**src/rtl/vga_vram_arbiter.sv**
```systemverilog
// Single-port VRAM arbiter: display reads always win, game-logic writes are queued
// in a small FIFO and drained in idle cycles. Also flags the end of visible video.
module vga_vram_arbiter #(
  parameter int AW    = 17,
  parameter int DW    = 12,
  parameter int DEPTH = 4
) (
  input  logic                       clk,
  input  logic                       rstn,
  input  logic                       vs_en,
  input  logic                       disp_req,
  input  logic [AW-1:0]              disp_addr,
  output logic                       disp_valid,
  output logic [DW-1:0]              disp_data,
  input  logic                       wr_valid,
  input  logic [AW-1:0]              wr_addr,
  input  logic [DW-1:0]              wr_data,
  output logic                       wr_ready,
  output logic                       mem_en,
  output logic                       mem_we,
  output logic [AW-1:0]              mem_addr,
  output logic [DW-1:0]              mem_wdata,
  input  logic [DW-1:0]              mem_rdata,
  output logic [1:0]                 grant,
  output logic [$clog2(DEPTH):0]     buf_level,
  output logic                       frame_done
);

  localparam int PW = $clog2(DEPTH);
  localparam int LW = PW + 1;
  localparam logic [1:0] GNT_IDLE  = 2'd0;
  localparam logic [1:0] GNT_READ  = 2'd1;
  localparam logic [1:0] GNT_WRITE = 2'd2;

  logic [AW-1:0] fifo_addr_r [DEPTH];
  logic [DW-1:0] fifo_data_r [DEPTH];
  logic [PW-1:0] wr_ptr_r, rd_ptr_r;
  logic [LW-1:0] level_r;

  logic          full_s, empty_s, push_s, pop_s;
  logic [1:0]    grant_s, grant_r;
  logic          mem_en_s, mem_we_s, mem_en_r, mem_we_r;
  logic [AW-1:0] mem_addr_s, mem_addr_r;
  logic [DW-1:0] mem_wdata_s, mem_wdata_r;
  logic          rd_q_r, disp_valid_r, vs_q_r;

  // FIFO status and handshakes; a pop in this cycle never frees a slot for this cycle's push
  always_comb begin
    full_s  = (level_r == LW'(DEPTH));
    empty_s = (level_r == {LW{1'b0}});
    push_s  = wr_valid & ~full_s;
    pop_s   = ~disp_req & ~empty_s;
  end

  // Arbitration decision: display read, else FIFO drain, else idle with address/data held
  always_comb begin
    grant_s     = GNT_IDLE;
    mem_en_s    = 1'b0;
    mem_we_s    = 1'b0;
    mem_addr_s  = mem_addr_r;
    mem_wdata_s = mem_wdata_r;
    if (disp_req) begin
      grant_s    = GNT_READ;
      mem_en_s   = 1'b1;
      mem_addr_s = disp_addr;
    end else if (!empty_s) begin
      grant_s     = GNT_WRITE;
      mem_en_s    = 1'b1;
      mem_we_s    = 1'b1;
      mem_addr_s  = fifo_addr_r[rd_ptr_r];
      mem_wdata_s = fifo_data_r[rd_ptr_r];
    end else begin
      grant_s = GNT_IDLE;
    end
  end

  // FIFO storage; contents are don't-care until written, so no reset is needed
  always_ff @(posedge clk) begin
    if (push_s) begin
      fifo_addr_r[wr_ptr_r] <= wr_addr;
      fifo_data_r[wr_ptr_r] <= wr_data;
    end
  end

  // FIFO pointers and occupancy
  always_ff @(posedge clk or negedge rstn) begin
    if (!rstn) begin
      wr_ptr_r <= {PW{1'b0}};
      rd_ptr_r <= {PW{1'b0}};
      level_r  <= {LW{1'b0}};
    end else begin
      if (push_s) wr_ptr_r <= wr_ptr_r + PW'(1);
      if (pop_s)  rd_ptr_r <= rd_ptr_r + PW'(1);
      case ({push_s, pop_s})
        2'b10:   level_r <= level_r + LW'(1);
        2'b01:   level_r <= level_r - LW'(1);
        default: level_r <= level_r;
      endcase
    end
  end

  // Registered VRAM port, read-valid pipeline and vs_en delay
  always_ff @(posedge clk or negedge rstn) begin
    if (!rstn) begin
      mem_en_r     <= 1'b0;
      mem_we_r     <= 1'b0;
      mem_addr_r   <= {AW{1'b0}};
      mem_wdata_r  <= {DW{1'b0}};
      grant_r      <= GNT_IDLE;
      rd_q_r       <= 1'b0;
      disp_valid_r <= 1'b0;
      vs_q_r       <= 1'b0;
    end else begin
      mem_en_r     <= mem_en_s;
      mem_we_r     <= mem_we_s;
      mem_addr_r   <= mem_addr_s;
      mem_wdata_r  <= mem_wdata_s;
      grant_r      <= grant_s;
      rd_q_r       <= (grant_s == GNT_READ);
      disp_valid_r <= rd_q_r;
      vs_q_r       <= vs_en;
    end
  end

  // Read data is passed straight through so it lines up with the RAM's one-cycle latency
  assign disp_valid = disp_valid_r;
  assign disp_data  = disp_valid_r ? mem_rdata : {DW{1'b0}};
  assign wr_ready   = ~full_s;
  assign mem_en     = mem_en_r;
  assign mem_we     = mem_we_r;
  assign mem_addr   = mem_addr_r;
  assign mem_wdata  = mem_wdata_r;
  assign grant      = grant_r;
  assign buf_level  = level_r;
  assign frame_done = vs_q_r & ~vs_en;

endmodule

```
**config.mk**
```make
export PLATFORM = sky130hd
export DESIGN_NAME = vga_vram_arbiter
export DESIGN_NICKNAME = d
export VERILOG_FILES = /design/src/rtl/vga_vram_arbiter.sv
export SDC_FILE = /design/constraint.sdc
export NUM_CORES = 1
export LEC_CHECK = 0
export ABC_AREA = 1
export CAP_MARGIN = 0
export CORE_AREA = 10 10 123 125
export CTS_CLUSTER_DIAMETER = 40
export DETAILED_ROUTE_END_ITERATION = 10
export DIE_AREA = 0 0 133 135
export GPL_ROUTABILITY_DRIVEN = 0
export PLACE_DENSITY = 0.85
export SLEW_MARGIN = 20
export SYNTH_ARGS = -nofsm -noshare
export SYNTH_HDL_FRONTEND = slang
export SYNTH_SLANG_ARGS = --single-unit
export TNS_END_PERCENT = 50
```
**constraint.sdc**
```tcl
create_clock -name clk -period 2.8 [get_ports clk]
set_input_delay 0.28 -clock clk [delete_from_list [all_inputs] [get_ports clk]]
set_output_delay 0.28 -clock clk [all_outputs]
set_load 0.005 [all_outputs]
```
==> results_dict.tcl, run 1 <==
set metrics [dict create \
    final_util_pct 67.7 \
    antenna_found_initial 0 \
    routedWlPerCell_um 16.4 \
    grt_max_degree 72 \
    multi_input_area_um2 1700 \
    post_cts_buffers 0 \
    fillCellCount 887 \
    io_pins 114 \
    grt_pass1_wl_um 23900 \
    total_power_w 0.00867 \
    vdd_drop_max_mv 0.528 \
    required_ns 3.15 \
    total_leakage_power_nw 3.61 \
    clockBufferDepth 2 \
    power_density_nw_per_um2 1020 \
    first_global_vias 4824 \
    clkPwrFrac_pct 28.9 \
    setup_tns_ns 0 \
    r2r_end "buf_level[2]" \
    area_growth_pct 29.5 \
    syn_area_per_cell_um2 10.5 \
    yosys.cell_types.count 26 \
    period_minus_slack_ns 2.30 \
    fin_crit_sh_pct 82.0 \
    post_drt_via_cell_ratio 5.02 \
    diodes 0 \
    final-setup-viol-count 0 \
    dieArea_um2 18000 \
    cts_buffers 17 \
    synth_seq_area_share_pct 69.0 \
    async_flop_share_pct 26.6 \
    gr-total-overflow 0 \
    end_kind "flip-flop" \
    synthTopCellsByArea "edfxtp_1 53%, dfrtp_1 16%, nand2_1 14%" \
    cts_resized 0 \
    drt-total-wl_um 15200 \
    antenna_left 0 \
    arrival_ns 2.64 \
    seq_power_share_pct 39.2 \
    power.switching_w 0.00279 \
    core_area_um2 12600 \
    hold_viol 0 \
    p_int_w 0.00588 \
    rr_startpoint "buf_level[0]" \
    ys.flop_type "edfxtp_1" \
    drv_cap 0 \
    die_w_um 133 \
    clk_pin_slew_ns 0.06 \
    crit_start "buf_level[0]" \
    regArea_um2 4540 \
    initial_core_util_pct 52.3 \
    synth_edf_count 116 \
    combPwrFrac_pct 31.9 \
    max_freq_mhz 436 \
    rsz0062_at_grt "no" \
    insertion_delay_ns 0.43 \
    switching_share_pct 32.2 \
    hold_path_class "in2reg" \
    drtPass1Iterations 6 \
    reg2regPathDepth 9 \
    r2r_slack_ns 0.50 \
    cts_root_buf "clkbuf_16" \
    grt_usage_pct 17.0 \
    synthCells 626 \
    drcViolationCount 0 \
    start_kind "flip-flop" \
    layout.nets 809 \
    worstMarginPinSlew_ns 0.822 \
    cts_tree "yes" \
    yosysWarnings 0 \
    drive_above_1_share_pct 8.23 \
    synth_top_area_cell "edfxtp_1" \
    status "finished clean" \
    first_iter_violations 361 \
    dp_hpwl_um 9620 \
    slew_violations 0 \
    maxSlewHeadroom_pct 45.1 \
    cp-endpoint "buf_level[2]" \
    finClkSkew_ns 0.00824 \
    synth_area_um2 6570 \
    cts_num_sinks 158 \
    port_buffers 113 \
    path_max_fanout 8 \
    synth.top_cell.area_share_pct 53.0 \
    critPathKind "reg2reg" \
    synth-seq-cells 158 \
    num_rows 41 \
    vias 4646 \
    synth_nets 695 \
    fp.dieH_um 135 \
    htreeDepth 4 \
]
==> how the worst min path moves through the flow <==
| stage | startpoint | endpoint | cells past startpoint |
|---|---|---|---|
| final | vs_en | vs_q_r | 1 |
| after global routing | vs_en | vs_q_r | 1 |
| after CTS | vs_en | vs_q_r | 1 |
| after detailed placement | rd_q_r | disp_valid | 0 |
| after global placement | rd_q_r | disp_valid | 0 |
| after floorplan | rstn | buf_level[0] | 0 |
==> routing by layer <==
layer | routed length [um] | vias to the layer above | global-route usage (%) | share of wire [%]
li1 | - | 2226 | - | -
met1 | 6200 | 2233 | 18.4 | 41
met2 | 7740 | 162 | 29.7 | 51
met3 | 989 | 25 | 5.34 | 6.5
met4 | 262 | 0 | 8.19 | 1.7
met5 | 0 | - | 0 | 0
==> state kept, by name, summed over array words and instances (netlist names) <==
name         flops
mem_addr        17
grant            2
mem_en           1
buf_level        3
disp_valid       1
vs_q_r           1
rd_q_r           1
mem_wdata       12
fifo_addr_r     68
wr_ptr_r         2
rd_ptr_r         2
fifo_data_r     48
==> cell usage after synthesis (7+ instances only) <==
| master | count |
|---|---|
| buf_2 | 7 |
| buf_4 | 8 |
| clkbuf_1 | 9 |
| dfrtp_1 | 42 |
| edfxtp_1 | 116 |
| inv_1 | 49 |
| nand2_1 | 244 |
| nand3_1 | 42 |
| nor2_1 | 57 |
| o21ai_0 | 12 |
| or2_2 | 9 |
==> power by group through the flow <==
stage | clock network, W | logic (W) | registers [W]
2_1_floorplan | 0 | 0.00160 | 0.00343
3_3_place_gp | 0 | 0.00265 | 0.00340
3_5_place_dp | 0 | 0.00277 | 0.00343
4_1_cts | 0.00253 | 0.00281 | 0.00340
5_1_grt | 0.00262 | 0.00309 | 0.00345
6_report | 0.00251 | 0.00277 | 0.00340
==> metrics by stage <==
stage / std cells / worst slack (ns) / area, um^2 / hold WS [ns]
2_1_floorplan: 626 / 0.415 / 6570 / -0.0156
3_3_place_gp: 892 / 0.651 / 7850 / 0.333
3_5_place_dp: 892 / 0.522 / 7850 / 0.336
4_1_cts: 925 / 0.493 / 8510 / 0.320
5_1_grt: 925 / 0.376 / 8510 / 0.337
6_report: 925 / 0.505 / 8510 / 0.329
==> cell usage in the layout (no fill, tap or decap), types with 2 or more instances in the layout <==
cell,count
nand2_1,244
edfxtp_1,116
clkdlybuf4s50_1,112
nor2_1,53
inv_1,49
nand3_1,42
dfrtp_1,41
clkbuf_16,17
o21ai_0,12
buf_4,10
or2_2,9
nor2_4,5
or2_1,5
ha_1,5
bufinv_16,5
clkinvlp_4,3
nand2_2,2
inv_2,2
xor2_1,2
a21oi_1,2
o21ai_1,2
clkbuf_8,2
clkbuf_1,2
==> cell families (layout without fill, tap and decap cells) <==
| kind of cell | after synthesis | after routing | share of synthesized area [%] |
|---|---|---|---|
| and+or+nand+nor | 361 | 361 | 22.2 |
| DFF | 158 | 158 | 69.0 |
| buffers and inverters | 81 | 208 | 5.60 |
| AOI/OAI and AO/OA | 17 | 17 | 1.47 |
| adders and majority gates | 6 | 6 | 1.26 |
| xor gates and xnor gates | 3 | 3 | 0.400 |
==> worst max-delay path, stage by stage, from the launching register on <==
cell and delay [ns]:
dfrtp_1 0.44, nor2_4 0.20, nand2_1 0.11, nand2_2 0.25, ha_1 0.20, inv_1 0.07, fa_1 0.39, or2_2 0.31
nand2_1 0.08, xor2_1 0.15
==> what timing repair did <==
item	CTS	global route
setup endpoints to repair	0	0
hold buffers	1	0
hold endpoints to repair	30	0
==> area by class of cell <==
| cell class | count | share of cell area (%) |
|---|---|---|
| repair buffers | 124 | 14.2 |
| inverters | 52 | 2.32 |
| clock inverters | 11 | 2.24 |
| clock buffers | 21 | 5.41 |
| well taps | 172 | 2.53 |
| multi-input cells | 387 | 19.9 |
| flip-flops and latches | 158 | 53.3 |
Power figures use the tool's default switching activity.
==> inputs of run 2 (changes only) <==
- CORE_AREA: 10 10 123 125 -> 10 10 128 130
- DIE_AREA: 0 0 133 135 -> 0 0 138 140
- PLACE_DENSITY: 0.85 -> 0.82
- clock period: 2.8 -> 2 ns (I/O delays scaled with it)
==> run 2 against run 1 <==
Clock power up 18%. Clock-buffer cell count rose by 1. Register-to-register slack lost 0.40 ns. Maximum frequency rose by 21%. Worst setup slack worse by 0.40 ns. Total power increased by 35%. First-iteration DRC count down 32%. Global-route usage decreased by 2.0 points. Sequential cell count stayed put. Critical endpoint unchanged. Largest power group unchanged. Highest routed layer unchanged.
==> results_dict.tcl, run 2 (same netlist as run 1, synthesis figures left out) <==
set metrics [dict create \
    status "finished clean" \
    start_kind "flip-flop" \
    cts_num_sinks 158 \
    initial_core_util_pct 47.7 \
    clockBufferDepth 2 \
    seq_power_share_pct 40.2 \
    first_global_vias 4428 \
    fp.dieH_um 140 \
    crit_path_cell_trace "nor2_4 > buf_4 > a21oi_4 > ha_1 > inv_1 > fa_2 > or2_2 > nand2_1 > xor2_1" \
    diodes 0 \
    num_rows 43 \
    top_register "fifo_addr_r" \
    maxSlewHeadroom_pct 62.1 \
    antenna_left 0 \
    finClkSkew_ns 0.00810 \
    first_iter_violations 246 \
    worst_slack_ns 0.110 \
    vdd_drop_max_mv 0.652 \
    drtPass1Iterations 4 \
    power_density_nw_per_um2 1370 \
    reg2regPathDepth 9 \
    crit_family "adder cells" \
    hold_path_class "in2reg" \
    path_max_fanout 3 \
    dp_hpwl_um 9250 \
    total_leakage_power_nw 3.61 \
    gr-total-overflow 0 \
    period_minus_slack_ns 1.89 \
    post_cts_buffers 0 \
    rsz0062_at_grt "no" \
    dieArea_um2 19300 \
    p_int_w 0.00789 \
    layout.nets 820 \
    worstHoldPathCells 1 \
    drive_above_1_share_pct 9.42 \
    clkPwrFrac_pct 25.2 \
    cts_root_buf "clkbuf_16" \
    hold_viol 0 \
    area_growth_pct 30.3 \
    switching_share_pct 32.7 \
    slew_violations 0 \
    vias 4440 \
    critPathKind "reg2reg" \
    grt_max_degree 54 \
    required_ns 2.34 \
    cts_tree "yes" \
    grt_use_met2_pct 24.3 \
    crit_buf_inv 2 \
    met3_usage_pct 5.27 \
    drt-total-wl_um 14300 \
    fin_crit_sh_pct 94.5 \
    core_area_um2 13800 \
    routedWlPerCell_um 15.2 \
    slowest_delay_ns 0.39 \
    power.switching_w 0.00383 \
    cts_buffers 17 \
    whs_ns 0.252 \
    grt_pass1_wl_um 23000 \
    r2r_slack_ns 0.11 \
    layout_common_cells "244 x nand2_1, 116 x edfxtp_1, 112 x clkdlybuf4s50_1, 53 x nor2_1, 49 x inv_1" \
    largest_register_ffs 68 \
    crit_slowest_cell "dfrtp_1" \
    clk_pin_slew_ns 0.06 \
    combPwrFrac_pct 34.6 \
    insertion_delay_ns 0.42 \
    die_w_um 138 \
    worst-path-stages 9 \
    arrival_ns 2.23 \
    fillCellCount 1075 \
    antenna_found_initial 0 \
    drv_cap 0 \
    met1_usage_pct 18.1 \
    port_buffers 113 \
    worstMarginPinSlew_ns 0.568 \
    setup_tns_ns 0 \
    htreeDepth 4 \
    place_ws_ns -0.0139 \
    post_drt_via_cell_ratio 4.70 \
    max_freq_mhz 529 \
    final_common_cell "nand2_1" \
    grt_busiest_layer "met2" \
    end_kind "flip-flop" \
    final-setup-viol-count 0 \
    grt_usage_pct 15.0 \
    io_pins 114 \
    drcViolationCount 0 \
]
run 2: cell types whose count changed in the layout (fill, tap and decap cells not counted):
cell        change
buf_4           +6
fa_1            -1
bufinv_16       -4
buf_12          +5
clkinvlp_4      +3
fa_2            +1
clkbuf_1        +2
dfrtp_2         +1
clkinv_2        -1
clkinv_1        +1
inv_6           +1
dfrtp_1         -1
clkbuf_8        -1
clkinv_4        -1
run 2: through the flow:
stage	cells	util, %	area, um^2	total power, W
3_5_place_dp	911	58.1	8000	0.00887
5_1_grt	944	62.2	8560	0.0126
4_1_cts	944	62.1	8560	0.0119
2_1_floorplan	626	-	6570	0.00704
3_3_place_gp	911	58.1	8000	0.00877
6_report	944	62.2	8560	0.0117
run 2: metal layers:
layer	vias to the layer above	wire length [um]	share of wire [%]
met5	-	0	0
met4	0	78	0.54
met3	2	946	6.6
met2	127	7150	50
met1	2055	6170	43
li1	2256	-	-
run 2: area by class of cell:
class | count | area [um^2] | area share (%)
sequential | 158 | 4540 | 53.0
clock inverter | 10 | 91.3 | 1.07
inverter | 52 | 198 | 2.31
tap | 180 | 225 | 2.63
multi-input combinational | 387 | 1700 | 19.8
timing repair buffer | 135 | 1360 | 15.8
clock buffer | 22 | 454 | 5.31
run 2: repair_timing:
action | CTS | global route
resized for setup | 0 | 2
endpoints found under the setup margin | 0 | 2
hold buffers | 1 | 0
endpoints found under the hold margin | 42 | 0
run 2: power groups by stage:
stage | Combinational (W) | Clock [W] | Sequential (W)
5_1_grt | 0.00459 | 0.00318 | 0.00479
6_report | 0.00405 | 0.00296 | 0.00472
4_1_cts | 0.00413 | 0.00303 | 0.00472
2_1_floorplan | 0.00224 | 0 | 0.00480
3_5_place_dp | 0.00409 | 0 | 0.00478
3_3_place_gp | 0.00401 | 0 | 0.00476
run 2: worst paths after layout:
| path | start | to |
|---|---|---|
| worst max-delay path | buf_level[0] | buf_level[2] |
| worst min-delay path | vs_en | vs_q_r |
| worst max register to register | buf_level[0] | buf_level[2] |
| worst min register to register | rd_q_r | disp_valid |
| max in group asynchronous | rstn | disp_valid |
| min in group asynchronous | rstn | mem_wdata[8] |
run 2: worst reg2reg max path: cells and delay by family, from the launching register on:
kind	cells	cell delay [ns]
fa+ha+maj	2	0.50
simple gates	3	0.44
flops	1	0.39
buf+inv	2	0.22
xor+xnor	1	0.14
compound gates	1	0.13
